### config.mk
export PLATFORM = sky130hd
export DESIGN_NAME = sipo_word_feeder_flat
export DESIGN_NICKNAME = d
export VERILOG_FILES = /design/src/rtl/sipo_feeder_pkg.sv /design/src/rtl/sipo_word_feeder_if.sv /design/src/rtl/sipo_feeder_holdbuf.sv /design/src/rtl/sipo_word_feeder.sv /design/src/flat_wrapper.sv
export SDC_FILE = /design/constraint.sdc
export NUM_CORES = 1
export LEC_CHECK = 0
export BUFFER_PORTS_ARGS = -buffer_cell sky130_fd_sc_hd__buf_2
export CORE_MARGIN = 5
export CORE_UTILIZATION = 40
export DETAILED_ROUTE_END_ITERATION = 10
export PLACE_DENSITY = 0.61
export SLEW_MARGIN = 20
export SYNTH_ARGS = -nofsm -noshare
export SYNTH_HDL_FRONTEND = slang
export SYNTH_SLANG_ARGS = --single-unit
### constraint.sdc
create_clock -name clk -period 1.25 [get_ports clk]
set_input_delay 0.1875 -clock clk [delete_from_list [all_inputs] [get_ports clk]]
set_output_delay 0.1875 -clock clk [all_outputs]
set_load 0.05 [all_outputs]
### src/rtl/sipo_feeder_pkg.sv
// Shared definitions for the SIPO word feeder: state encoding, default
// output delay and the bit-count width helper.
`timescale 1ns/1ps
package sipo_feeder_pkg;

  localparam logic ST_IDLE  = 1'b0;
  localparam logic ST_SHIFT = 1'b1;

  // Board-level output propagation delay in ns (used with SIPO_FEEDER_DELAY_EN).
  localparam int FEEDER_DLY_NS = 19;

  typedef enum logic {
    S_IDLE  = ST_IDLE,
    S_SHIFT = ST_SHIFT
  } feeder_state_e;

  // Width of the bit counter for a given word width.
  function automatic int cnt_w(input int width);
    return (width > 1) ? $clog2(width) : 1;
  endfunction

endpackage

### src/rtl/sipo_word_feeder_if.sv
// Bus between a word source and the feeder: parallel input handshake plus
// the serial/qualifier outputs that drive the downstream shift register.
//
// Handshake: a word transfers on the posedge where din_valid and din_ready
// are both 1. din_ready depends only on the feeder's own holding buffer,
// never on din_valid. While din_valid is 1 and din_ready is 0 the source
// must hold din stable; din is ignored whenever din_ready is 0.
`timescale 1ns/1ps
interface sipo_word_feeder_if #(parameter int WIDTH = 8);
  import sipo_feeder_pkg::*;

  logic [WIDTH-1:0] din;
  logic             din_valid;
  logic             din_ready;
  logic             ser_a;
  logic             ser_b;
  logic             shift_en;
  logic             word_strobe;
  logic             busy;
  feeder_state_e    state_dbg;

  modport master (
    output din, din_valid,
    input  din_ready, ser_a, ser_b, shift_en, word_strobe, busy, state_dbg
  );

  modport slave (
    input  din, din_valid,
    output din_ready, ser_a, ser_b, shift_en, word_strobe, busy, state_dbg
  );

endinterface

### src/rtl/sipo_feeder_holdbuf.sv
// One-entry holding buffer in front of the shifter. Accepts a word when
// empty; the shifter empties it with pop. Optional output delay is enabled
// by the SIPO_FEEDER_DELAY_EN macro.
`timescale 1ns/1ps
`ifndef SIPO_FEEDER_NBA
`ifdef SIPO_FEEDER_DELAY_EN
`define SIPO_FEEDER_NBA #(OUT_DLY)
`else
`define SIPO_FEEDER_NBA
`endif
`endif
module sipo_feeder_holdbuf
  import sipo_feeder_pkg::*;
#(
  parameter int WIDTH = 8
`ifdef SIPO_FEEDER_DELAY_EN
  , parameter int OUT_DLY = FEEDER_DLY_NS
`endif
) (
  input  logic             clk,
  input  logic             rst,
  input  logic [WIDTH-1:0] push_data,
  input  logic             push_valid,
  output logic             push_ready,
  input  logic             pop,
  output logic [WIDTH-1:0] data,
  output logic             full
);

  logic [WIDTH-1:0] data_q, data_d;
  logic             full_q, full_d;

  // Next buffer contents: pop empties, an accepted push fills.
  always_comb begin
    data_d = data_q;
    full_d = full_q;
    if (pop) begin
      full_d = 1'b0;
    end
    if (push_valid && !full_q) begin
      data_d = push_data;
      full_d = 1'b1;
    end
  end

  // Buffer registers; reset discards any held word.
  always_ff @(posedge clk or posedge rst) begin
    if (rst) begin
      data_q <= `SIPO_FEEDER_NBA '0;
      full_q <= `SIPO_FEEDER_NBA 1'b0;
    end else begin
      data_q <= `SIPO_FEEDER_NBA data_d;
      full_q <= `SIPO_FEEDER_NBA full_d;
    end
  end

  assign push_ready = ~full_q;
  assign data       = data_q;
  assign full       = full_q;

endmodule

### src/rtl/sipo_word_feeder.sv
// Serialises parallel words MSB first onto an 8-bit SIPO register's A/B
// inputs, with a clock qualifier and a one-cycle word strobe for the
// downstream output latch. Defining SIPO_FEEDER_DELAY_EN adds an OUT_DLY ns
// delay to every registered output, including the MR clear.
`timescale 1ns/1ps
`ifndef SIPO_FEEDER_NBA
`ifdef SIPO_FEEDER_DELAY_EN
`define SIPO_FEEDER_NBA #(OUT_DLY)
`else
`define SIPO_FEEDER_NBA
`endif
`endif
module sipo_word_feeder
  import sipo_feeder_pkg::*;
#(
  parameter int WIDTH = 8
`ifdef SIPO_FEEDER_DELAY_EN
  , parameter int OUT_DLY = FEEDER_DLY_NS
`endif
) (
  input  logic                clk,
  input  logic                MR,
  sipo_word_feeder_if.slave   bus
);

  localparam int CNT_W = cnt_w(WIDTH);
  localparam logic [CNT_W-1:0] LAST_CNT = CNT_W'(WIDTH - 1);

  feeder_state_e    state_q, state_d;
  logic [WIDTH-1:0] shift_q, shift_d;
  logic [CNT_W-1:0] cnt_q, cnt_d;
  logic             strobe_q, strobe_d;

  logic [WIDTH-1:0] hold_data;
  logic             hold_full;
  logic             hold_pop;
  logic             last_bit;

  sipo_feeder_holdbuf #(
    .WIDTH   (WIDTH)
`ifdef SIPO_FEEDER_DELAY_EN
    , .OUT_DLY (OUT_DLY)
`endif
  ) u_holdbuf (
    .clk        (clk),
    .rst        (MR),
    .push_data  (bus.din),
    .push_valid (bus.din_valid),
    .push_ready (bus.din_ready),
    .pop        (hold_pop),
    .data       (hold_data),
    .full       (hold_full)
  );

  assign last_bit = (state_q == S_SHIFT) && (cnt_q == LAST_CNT);

  // Next state: load from the buffer when idle, shift while busy, and on the
  // last bit either reload (buffer full) or go idle; the strobe flags the
  // edge that clocked the last bit.
  always_comb begin
    state_d  = state_q;
    shift_d  = shift_q;
    cnt_d    = cnt_q;
    strobe_d = 1'b0;
    hold_pop = 1'b0;
    case (state_q)
      S_IDLE: begin
        if (hold_full) begin
          state_d  = S_SHIFT;
          shift_d  = hold_data;
          cnt_d    = '0;
          hold_pop = 1'b1;
        end
      end
      S_SHIFT: begin
        shift_d = shift_q << 1;
        cnt_d   = cnt_q + CNT_W'(1);
        if (last_bit) begin
          cnt_d    = '0;
          strobe_d = 1'b1;
          if (hold_full) begin
            shift_d  = hold_data;
            hold_pop = 1'b1;
          end else begin
            state_d = S_IDLE;
          end
        end
      end
      default: state_d = S_IDLE;
    endcase
  end

  // State, shifter, counter and strobe registers; MR discards a word in flight.
  always_ff @(posedge clk or posedge MR) begin
    if (MR) begin
      state_q  <= `SIPO_FEEDER_NBA S_IDLE;
      shift_q  <= `SIPO_FEEDER_NBA '0;
      cnt_q    <= `SIPO_FEEDER_NBA '0;
      strobe_q <= `SIPO_FEEDER_NBA 1'b0;
    end else begin
      state_q  <= `SIPO_FEEDER_NBA state_d;
      shift_q  <= `SIPO_FEEDER_NBA shift_d;
      cnt_q    <= `SIPO_FEEDER_NBA cnt_d;
      strobe_q <= `SIPO_FEEDER_NBA strobe_d;
    end
  end

  assign bus.ser_a       = (state_q == S_SHIFT) & shift_q[WIDTH-1];
  assign bus.ser_b       = (state_q == S_SHIFT);
  assign bus.shift_en    = (state_q == S_SHIFT);
  assign bus.word_strobe = strobe_q;
  assign bus.busy        = (state_q == S_SHIFT) | hold_full;
  assign bus.state_dbg   = state_q;

endmodule

### src/flat_wrapper.sv
// flat-port wrapper written by rule: the top's interface ports become plain ports
module sipo_word_feeder_flat import sipo_feeder_pkg::*;
#(
  parameter int WIDTH = 8

)
  (clk, MR, bus_din, bus_din_valid, bus_din_ready, bus_ser_a, bus_ser_b, bus_shift_en, bus_word_strobe, bus_busy, bus_state_dbg);
  sipo_word_feeder_if #(.WIDTH(WIDTH)) bus_i ();
  input  logic clk;
  input  logic MR;
  input wire logic [$bits(bus_i.din)-1:0] bus_din;
  input wire logic [$bits(bus_i.din_valid)-1:0] bus_din_valid;
  output wire logic [$bits(bus_i.din_ready)-1:0] bus_din_ready;
  output wire logic [$bits(bus_i.ser_a)-1:0] bus_ser_a;
  output wire logic [$bits(bus_i.ser_b)-1:0] bus_ser_b;
  output wire logic [$bits(bus_i.shift_en)-1:0] bus_shift_en;
  output wire logic [$bits(bus_i.word_strobe)-1:0] bus_word_strobe;
  output wire logic [$bits(bus_i.busy)-1:0] bus_busy;
  output wire logic [$bits(bus_i.state_dbg)-1:0] bus_state_dbg;
  assign bus_i.din = bus_din;
  assign bus_i.din_valid = bus_din_valid;
  assign bus_din_ready = bus_i.din_ready;
  assign bus_ser_a = bus_i.ser_a;
  assign bus_ser_b = bus_i.ser_b;
  assign bus_shift_en = bus_i.shift_en;
  assign bus_word_strobe = bus_i.word_strobe;
  assign bus_busy = bus_i.busy;
  assign bus_state_dbg = bus_i.state_dbg;
  sipo_word_feeder #(.WIDTH(WIDTH)) u_core (.clk(clk), .MR(MR), .bus(bus_i));
endmodule
==> results of run 1 <==
-- Yosys cell counts (all sizes together) --
| cell | instances |
|---|---|
| a32o | 1 |
| nand3 | 3 |
| a22o | 1 |
| buf | 4 |
| nor2 | 2 |
| a21bo | 1 |
| o21bai | 1 |
| inv | 4 |
| o22ai | 5 |
| and2 | 2 |
| ha | 2 |
| nand2b | 1 |
| mux2i | 6 |
| dfrtp | 22 |
| mux2 | 8 |
| nand2 | 5 |
| o21ai | 2 |
| a21oi | 5 |
| a32oi | 2 |
| nor2b | 1 |
-- power by group --
part	total, mW	switching [mW]	internal [mW]
Combinational	1.80	0.828	0.970
Clock	0.389	0.212	0.178
Sequential	1.31	0.271	1.04
Total	3.49	1.31	2.19
-- critical path, cell delays in order, from the launching register on --
cell     delay (ns)
dfrtp_2        0.46
buf_6          0.13
and2_4         0.13
buf_8          0.14
-- cells in the final DEF, fill, tap and decap left out, types with 2 or more instances in the layout --
master,instances
dfrtp_1,20
buf_2,14
buf_4,10
mux2_4,8
mux2i_1,6
buf_6,6
o22ai_2,5
a21oi_1,5
nand2_1,4
nand3_1,3
clkbuf_4,3
a32oi_1,2
buf_8,2
dfrtp_2,2
-- per-stage QoR --
| stage | instances | worst slack [ns] | area (µm²) |
|---|---|---|---|
| after floorplan | 78 | -0.01256 | 998.5 |
| after global placement | 130 | -0.05716 | 1164 |
| after detailed placement | 130 | -0.07956 | 1164 |
| after CTS | 138 | -0.1254 | 1325 |
| after global routing | 141 | -0.1535 | 1365 |
| final | 141 | -0.1112 | 1365 |
-- worst max-delay path by stage --
stage / to / slack [ns] / cells after the start
after global routing: bus_ser_a / -0.15 / 3
after CTS: bus_ser_a / -0.13 / 3
after floorplan: u_core.shift_q[1] / -0.01 / 5
after detailed placement: u_core.shift_q[2] / -0.08 / 5
final: bus_ser_a / -0.11 / 3
after global placement: u_core.shift_q[2] / -0.06 / 5
-- routing by layer --
| layer | routed length [µm] | up-vias |
|---|---|---|
| met3 | 84 | 4 |
| li1 | - | 346 |
| met5 | 0 | - |
| met2 | 958 | 16 |
| met4 | 40 | 0 |
| met1 | 861 | 351 |
-- layout make-up --
cell class	instances	area, µm²	area share
clock buffers	4	36.28	0.02658
well taps	30	37.54	0.02750
flip-flops and latches	22	553.0	0.4051
inverters	4	21.27	0.01558
multi-input cells	48	464.2	0.3401
repair buffers	33	252.7	0.1852
-- repair_timing --
item,CTS,global route
pin swaps,8,3
setup endpoints to repair,20,22
buffers inserted,3,5
endpoints found under the hold margin,22,0
hold buffers,1,0
gates resized for setup,23,10
-- cell families (layout without fill, tap and decap cells) --
kind of cell,after synthesis,in the layout,synth area share
DFF,22,22,0.5535
buffers and inverters,8,41,0.05282
AOI/OAI and AO/OA,18,18,0.1208
and+or+nand+nor,14,14,0.06667
adders and majority gates,2,2,0.02515
muxes,14,14,0.1811
-- flip-flops by register name, summed over array words and instances (netlist names) --
signal and count:
u_core.bus.ser_b 1, u_core.bus.word_strobe 1, u_core.cnt_q 3, u_core.shift_q 8, u_core.u_holdbuf.data 8, u_core.u_holdbuf.full 1
==> key figures, run 1 <==
Die
  • # IOs: 18
  • DIE WIDTH: 59.87 µm
  • Core footprint: between 2000 and 2500 µm²
  • Number of core rows: 18
  • Die footprint: around 3600 µm²
  • Die height: roughly 60 µm
  • Initial cell density of the core: 0.4090

Global routing
  • Pin count of the biggest net entering global routing: 23
  • Met2 Resource Use GR: 0.1929
  • Busiest grt layer: met2
  • M1 GR Usage: 0.1425
  • GRT overflow: 0
  • First-pass GRT wire length: about 3000 µm
  • Gr usage total: 0.1154
  • Global Route met3 Usage: 0.01296
  • Initial antenna violation count: 0
  • Vias in the first global route: approximately 690

Place
  • RePlAce Congestion: 0.7180
  • Hpwl dp: around 1400 µm
  • Port Buf Inserts: 17

Synthesis
  • Synth top area cells: dfrtp_1, mux2_4, mux2i_1
  • Cell accounting for the most synthesized area: dfrtp_1
  • Syn nets: 91
  • Mapped Area: just under 1000 µm²
  • Post-synth cell types: 22
  • Synth Register Bits: 22
  • Synth warn: 0
  • Post-synthesis cell count: about 80
  • Post-Syn Area per Cell: roughly 13 µm²
  • Post-synthesis sequential area ratio: 0.5535
  • Synth top area share: 0.5535

Clocking
  • Clock latency at the later pin of the worst-skew pair: ~0.3 ns
  • TritonCTS Sinks: 22
  • H-tree Lvls: 1
  • TritonCTS clock tree: yes
  • Clk root buf: clkbuf_4
  • CTS max path bufs: 2
  • Worst-path clk slew: 0.12 ns
  • CTS Buf Count: 3

STA
  • RSZ-0062 raised after global routing: yes
  • Slew headroom: 0.8117
  • Clock Skew: 0.003314 ns
  • Worst Hold Slack: 0.1007 ns
  • Min setup slack post-route: -0.1112 ns
  • Final cycle utilization of the critical path: 1.089
  • Setup TNS: -0.6862 ns
  • Final setup viols: 22
  • Achievable Freq: between 0.7 and 0.8 GHz
  • Final hold vios: 0
  • Max-slew violations: 0
  • Fin crit period: 1.361 ns
  • Worst Max-Slew Pin Slew: roughly 0.28 ns

Min path
  • Hold Crit Class: input port to register
  • Hold Path Depth: 2
  • Hold endpoint: u_core.u_holdbuf.data[5]
  • Hold path start: bus_din[5]

Critical path
  • Worst Path Required: 1.06 ns
  • R2R depth: 5
  • WP data arrival: between 1 and 1.5 ns
  • Crit path max fanout: 5
  • Origin of the worst setup path: u_core.bus.ser_b
  • Crit. End Element: output port
  • Critical path type: register to output port
  • R2R setup slack: -0.05 ns
  • Critical path launch point type: register
  • Reg-to-reg startpoint: u_core.cnt_q[1]
  • Reg-to-Reg End: u_core.shift_q[2]

Route
  • Post-DRT Antenna Nets: 0
  • Via count: between 700 and 800
  • DRC Markers: 0
  • Final wirelength: between 1500 and 2000 µm
  • Drt wl/cell: 13.79 µm
  • Initial DRC Count: 14
  • First-pass DRT Iterations: 3
  • Via density: 5.085

Layout
  • Final core utilization: 0.5612
  • # nets final: 125
  • Fillers: 212
  • Share of cells above drive strength 1: 0.5495
  • P&R area growth vs syn: 37.23%
  • Diode count: 0

Run
  • Max_cap viols: 0

Pwr
  • PD cells: ~2600 nW/µm²
  • Maximum VDD drop: about 1300 µV
  • Leakage: 0.6555 nW
  • Final Power: around 3.5 mW

Outcome
  • Outcome: finished, violations left
  • Failing checks: setup timing
No activity file was read; power rests on OpenSTA's default activity.
==> run 2: changes to the inputs <==
--- a/config.mk
+++ b/config.mk
@@ -5,11 +5,13 @@
 export SDC_FILE = /design/constraint.sdc
 export NUM_CORES = 1
 export LEC_CHECK = 0
+export ABC_AREA = 1
 export BUFFER_PORTS_ARGS = -buffer_cell sky130_fd_sc_hd__buf_2
 export CORE_MARGIN = 5
-export CORE_UTILIZATION = 40
+export CORE_UTILIZATION = 48
+export CTS_CLUSTER_DIAMETER = 100
 export DETAILED_ROUTE_END_ITERATION = 10
-export PLACE_DENSITY = 0.61
+export PLACE_DENSITY = 0.71
 export SLEW_MARGIN = 20
 export SYNTH_ARGS = -nofsm -noshare
 export SYNTH_HDL_FRONTEND = slang
==> key figures, run 2 <==
Outcome
  • Outcome: finished, violations left
  • Failing checks: setup timing

Global routing
  • Gr usage total: 0.1497 (+0.03434)
  • Pin count of the biggest net entering global routing: 23 (unchanged)
  • GRT overflow: 0 (unchanged)
  • Vias in the first global route: 842 (+23%)
  • First-pass GRT wire length: 3767 µm (+22%)
  • Initial antenna violation count: 0 (unchanged)

Critical path
  • Worst Path Required: 1.06 ns (about the same)
  • CP bufs+invs: 2 (unchanged)
  • R2R setup slack: 0.03 ns (+0.08 ns)
  • Crit path max fanout: 4 (-1)
  • Crit. End Element: output port
  • Slowest stage delay, CP: 0.48 ns (+0.02 ns)
  • R2R depth: 6 (+1)
  • Critical path launch point type: register
  • Origin of the worst setup path: u_core.bus.ser_b
  • Largest delay share family, worst path: flip-flops
  • CP max-delay cell: dfrtp_2
  • Reg-to-Reg End: u_core.shift_q[5]
  • CP cell instances: nor2_4 -> clkinvlp_4 -> buf_6
  • Reg-to-reg startpoint: u_core.cnt_q[1]
  • WP data arrival: 1.19 ns (+0.02 ns)
  • Critical path type: register to output port

Synthesis
  • Synth warn: 0 (unchanged)
  • Most numerous cell in the Yosys netlist: nand2_1
  • Xor/xnor cell area share of the yosys netlist: 0 (unchanged)
  • Asr flop ratio synth: 1.000 (unchanged)
  • Post-synthesis simple-gate area fraction: 0.3404 (+0.2737)
  • Post-synthesis sequential area ratio: 0.5164 (-0.03703)
  • Synth cell count leaders: nand2_1, dfrtp_1, nand3_1
  • Synth top area share: 0.5164 (-0.03703)
  • Post-synthesis mux area share: 0 (-0.1811)
  • Cell accounting for the most synthesized area: dfrtp_1
  • Main synth FF type: dfrtp_1
  • Synth Register Bits: 22 (unchanged)
  • Syn nets: 137 (+51%)
  • Post-synthesis cell count: 124 (+59%)
  • EDFF count, synth: 0 (unchanged)
  • Compound-Gate Fraction of Synth Area: 0.009390 (-0.1114)
  • Post-synth cell types: 14 (-36%)
  • Synth top area cells: dfrtp_1, nand2_1, nand3_1
  • Post-Synth Adder-Cell Area: 0.02347 (-0.001683)
  • Largest family of logic cells by synthesized area: simple AND/OR/NAND/NOR gates
  • Mapped Area: 1066 µm² (+7.2%)
  • Post-Syn Area per Cell: 8.597 µm² (-33%)

Layout
  • Diode count: 0 (unchanged)
  • P&R area growth vs syn: 26.17%
  • Most frequent cells in the layout: nand2_1, dfrtp_1, nand3_1
  • Final Instance Area: 1345 µm² (-1.5%)
  • Most common cell after layout, fill and taps aside: nand2_1
  • # nets final: 162 (+30%)
  • Final core utilization: 0.6200 (+0.05874)
  • Post-Layout Cell Count: 176 (+25%)
  • Fillers: 218 (+2.8%)
  • Share of cells above drive strength 1: 0.3919 (-0.1577)

STA
  • Slew headroom: 0.8127 (+0.0009840)
  • Setup TNS: -0.3902 ns (+0.2959 ns)
  • Max-slew violations: 0 (unchanged)
  • RSZ-0062 raised after global routing: yes
  • Worst Max-Slew Pin Slew: 0.2810 ns (-0.001475 ns)
  • Final cycle utilization of the critical path: 1.101 (+0.01211)
  • Final setup viols: 6 (-73%)
  • Achievable Freq: 0.7266 GHz (-1.1%)
  • Final hold vios: 0 (unchanged)
  • Worst Hold Slack: 0.09659 ns (-0.004129 ns)
  • Min setup slack post-route: -0.1263 ns (-0.01514 ns)
  • Clock Skew: 0.009508 ns (+0.006194 ns)
  • Fin crit period: 1.376 ns (+0.01514 ns)

Clocking
  • CTS Buf Count: 3 (unchanged)
  • Clock latency at the later pin of the worst-skew pair: 0.31 ns (about the same)
  • TritonCTS Sinks: 22 (unchanged)
  • TritonCTS clock tree: yes
  • Clk root buf: clkbuf_4
  • H-tree Lvls: 1 (unchanged)
  • CTS max path bufs: 2 (unchanged)
  • Worst-path clk slew: 0.13 ns (about the same)

Die
  • Die height: 57.13 µm (-4.6%)
  • Initial cell density of the core: 0.4913 (+0.08240)
  • # IOs: 18 (unchanged)
  • Core footprint: 2170 µm² (-11%)
  • DIE WIDTH: 57.13 µm (-4.6%)
  • Number of core rows: 17 (-1)
  • Die footprint: 3263 µm² (-8.9%)

Route
  • Via density: 4.761 (-6.4%)
  • WL met1: 916 µm (+6.4%)
  • Initial DRC Count: 7 (-7)
  • Drt wl/cell: 12.07 µm (-13%)
  • DRC Markers: 0 (unchanged)
  • Via count: 838 (+17%)
  • Final wirelength: 2124 µm (+9.2%)
  • Met3 routed WL: 99 µm (+18%)
  • Post-DRT Antenna Nets: 0 (unchanged)
  • Met2 routed WL: 1054 µm (+10%)
  • First-pass DRT Iterations: 4 (+1)
  • DR top layer: met4

Place
  • Port Buf Inserts: 17 (unchanged)
  • RePlAce Congestion: 0.8394 (+17%)
  • Post-Place Cell Area: 1177 µm² (+1.2%)
  • Pre-CTS WS: -0.06244 ns (+0.01712 ns)
  • Hpwl dp: 1439 µm (+6.0%)
  • Placed Cells: 168 (+29%)

Pwr
  • Final Power: 3.030 mW (-13%)
  • PD cells: 2253 nW/µm² (-12%)
  • Maximum VDD drop: 1518 µV (+14%)
  • Leakage: 0.7532 nW (+15%)

Min path
  • Hold endpoint: u_core.u_holdbuf.data[0]
  • Hold Crit Class: input port to register
  • Hold path start: bus_din[0]
  • Hold Path Depth: 3 (+1)

Run
  • Max_cap viols: 0 (unchanged)
-- run 2: worst max-delay path by stage --
stage,endpoint,slack [ns],cells past startpoint
after floorplan,bus_ser_a,0.002,3
after global placement,u_core.shift_q[5],-0.008,6
after detailed placement,u_core.shift_q[3],-0.06,6
after CTS,bus_busy,-0.11,3
after global routing,bus_busy,-0.17,3
final,bus_busy,-0.13,3
-- run 2: final cells by class --
cell class,instances,area [µm²],area share
Inverter,14,60.06,0.04465
Clock buffer,4,26.28,0.01953
Multi-Input combinational cell,81,470.5,0.3498
Tap cell,28,35.03,0.02605
Timing Repair Buffer,27,200.2,0.1488
Sequential cell,22,553.0,0.4112
-- run 2: repair_timing --
item                                   in CTS  in global routing
gates resized for setup                    18                 15
hold buffers                                1                  0
buffers inserted                            3                  0
endpoints found under the hold margin      22                  0
pin swaps                                   2                  3
setup endpoints to repair                  11                 17
-- run 2: logic make-up (layout without fill, tap and decap cells) --
| kind of cell | Yosys count | after routing |
|---|---|---|
| AOI/OAI and AO/OA | 2 | 2 |
| adders and majority gates | 2 | 2 |
| buffers and inverters | 21 | 45 |
| DFF | 22 | 22 |
| and+or+nand+nor | 77 | 77 |
-- run 2: routing by layer --
metal,vias to the layer above,global-route usage
li1,429,-
met1,386,0.1865
met2,18,0.2496
met3,5,0.02262
met4,0,0.07947
met5,-,0
-- run 2: where the power goes --
part | leakage (nW) | switching (mW) | internal [mW] | total (mW)
clock network | 0.0150 | 0.224 | 0.125 | 0.349
registers | 0.277 | 0.207 | 1.00 | 1.21
logic | 0.462 | 0.886 | 0.585 | 1.47
-- run 2: tightest hold or removal path: cells and delay by family --
kind          cells  cell delay, ns
simple gates      2            0.13
buf+inv           1            0.08
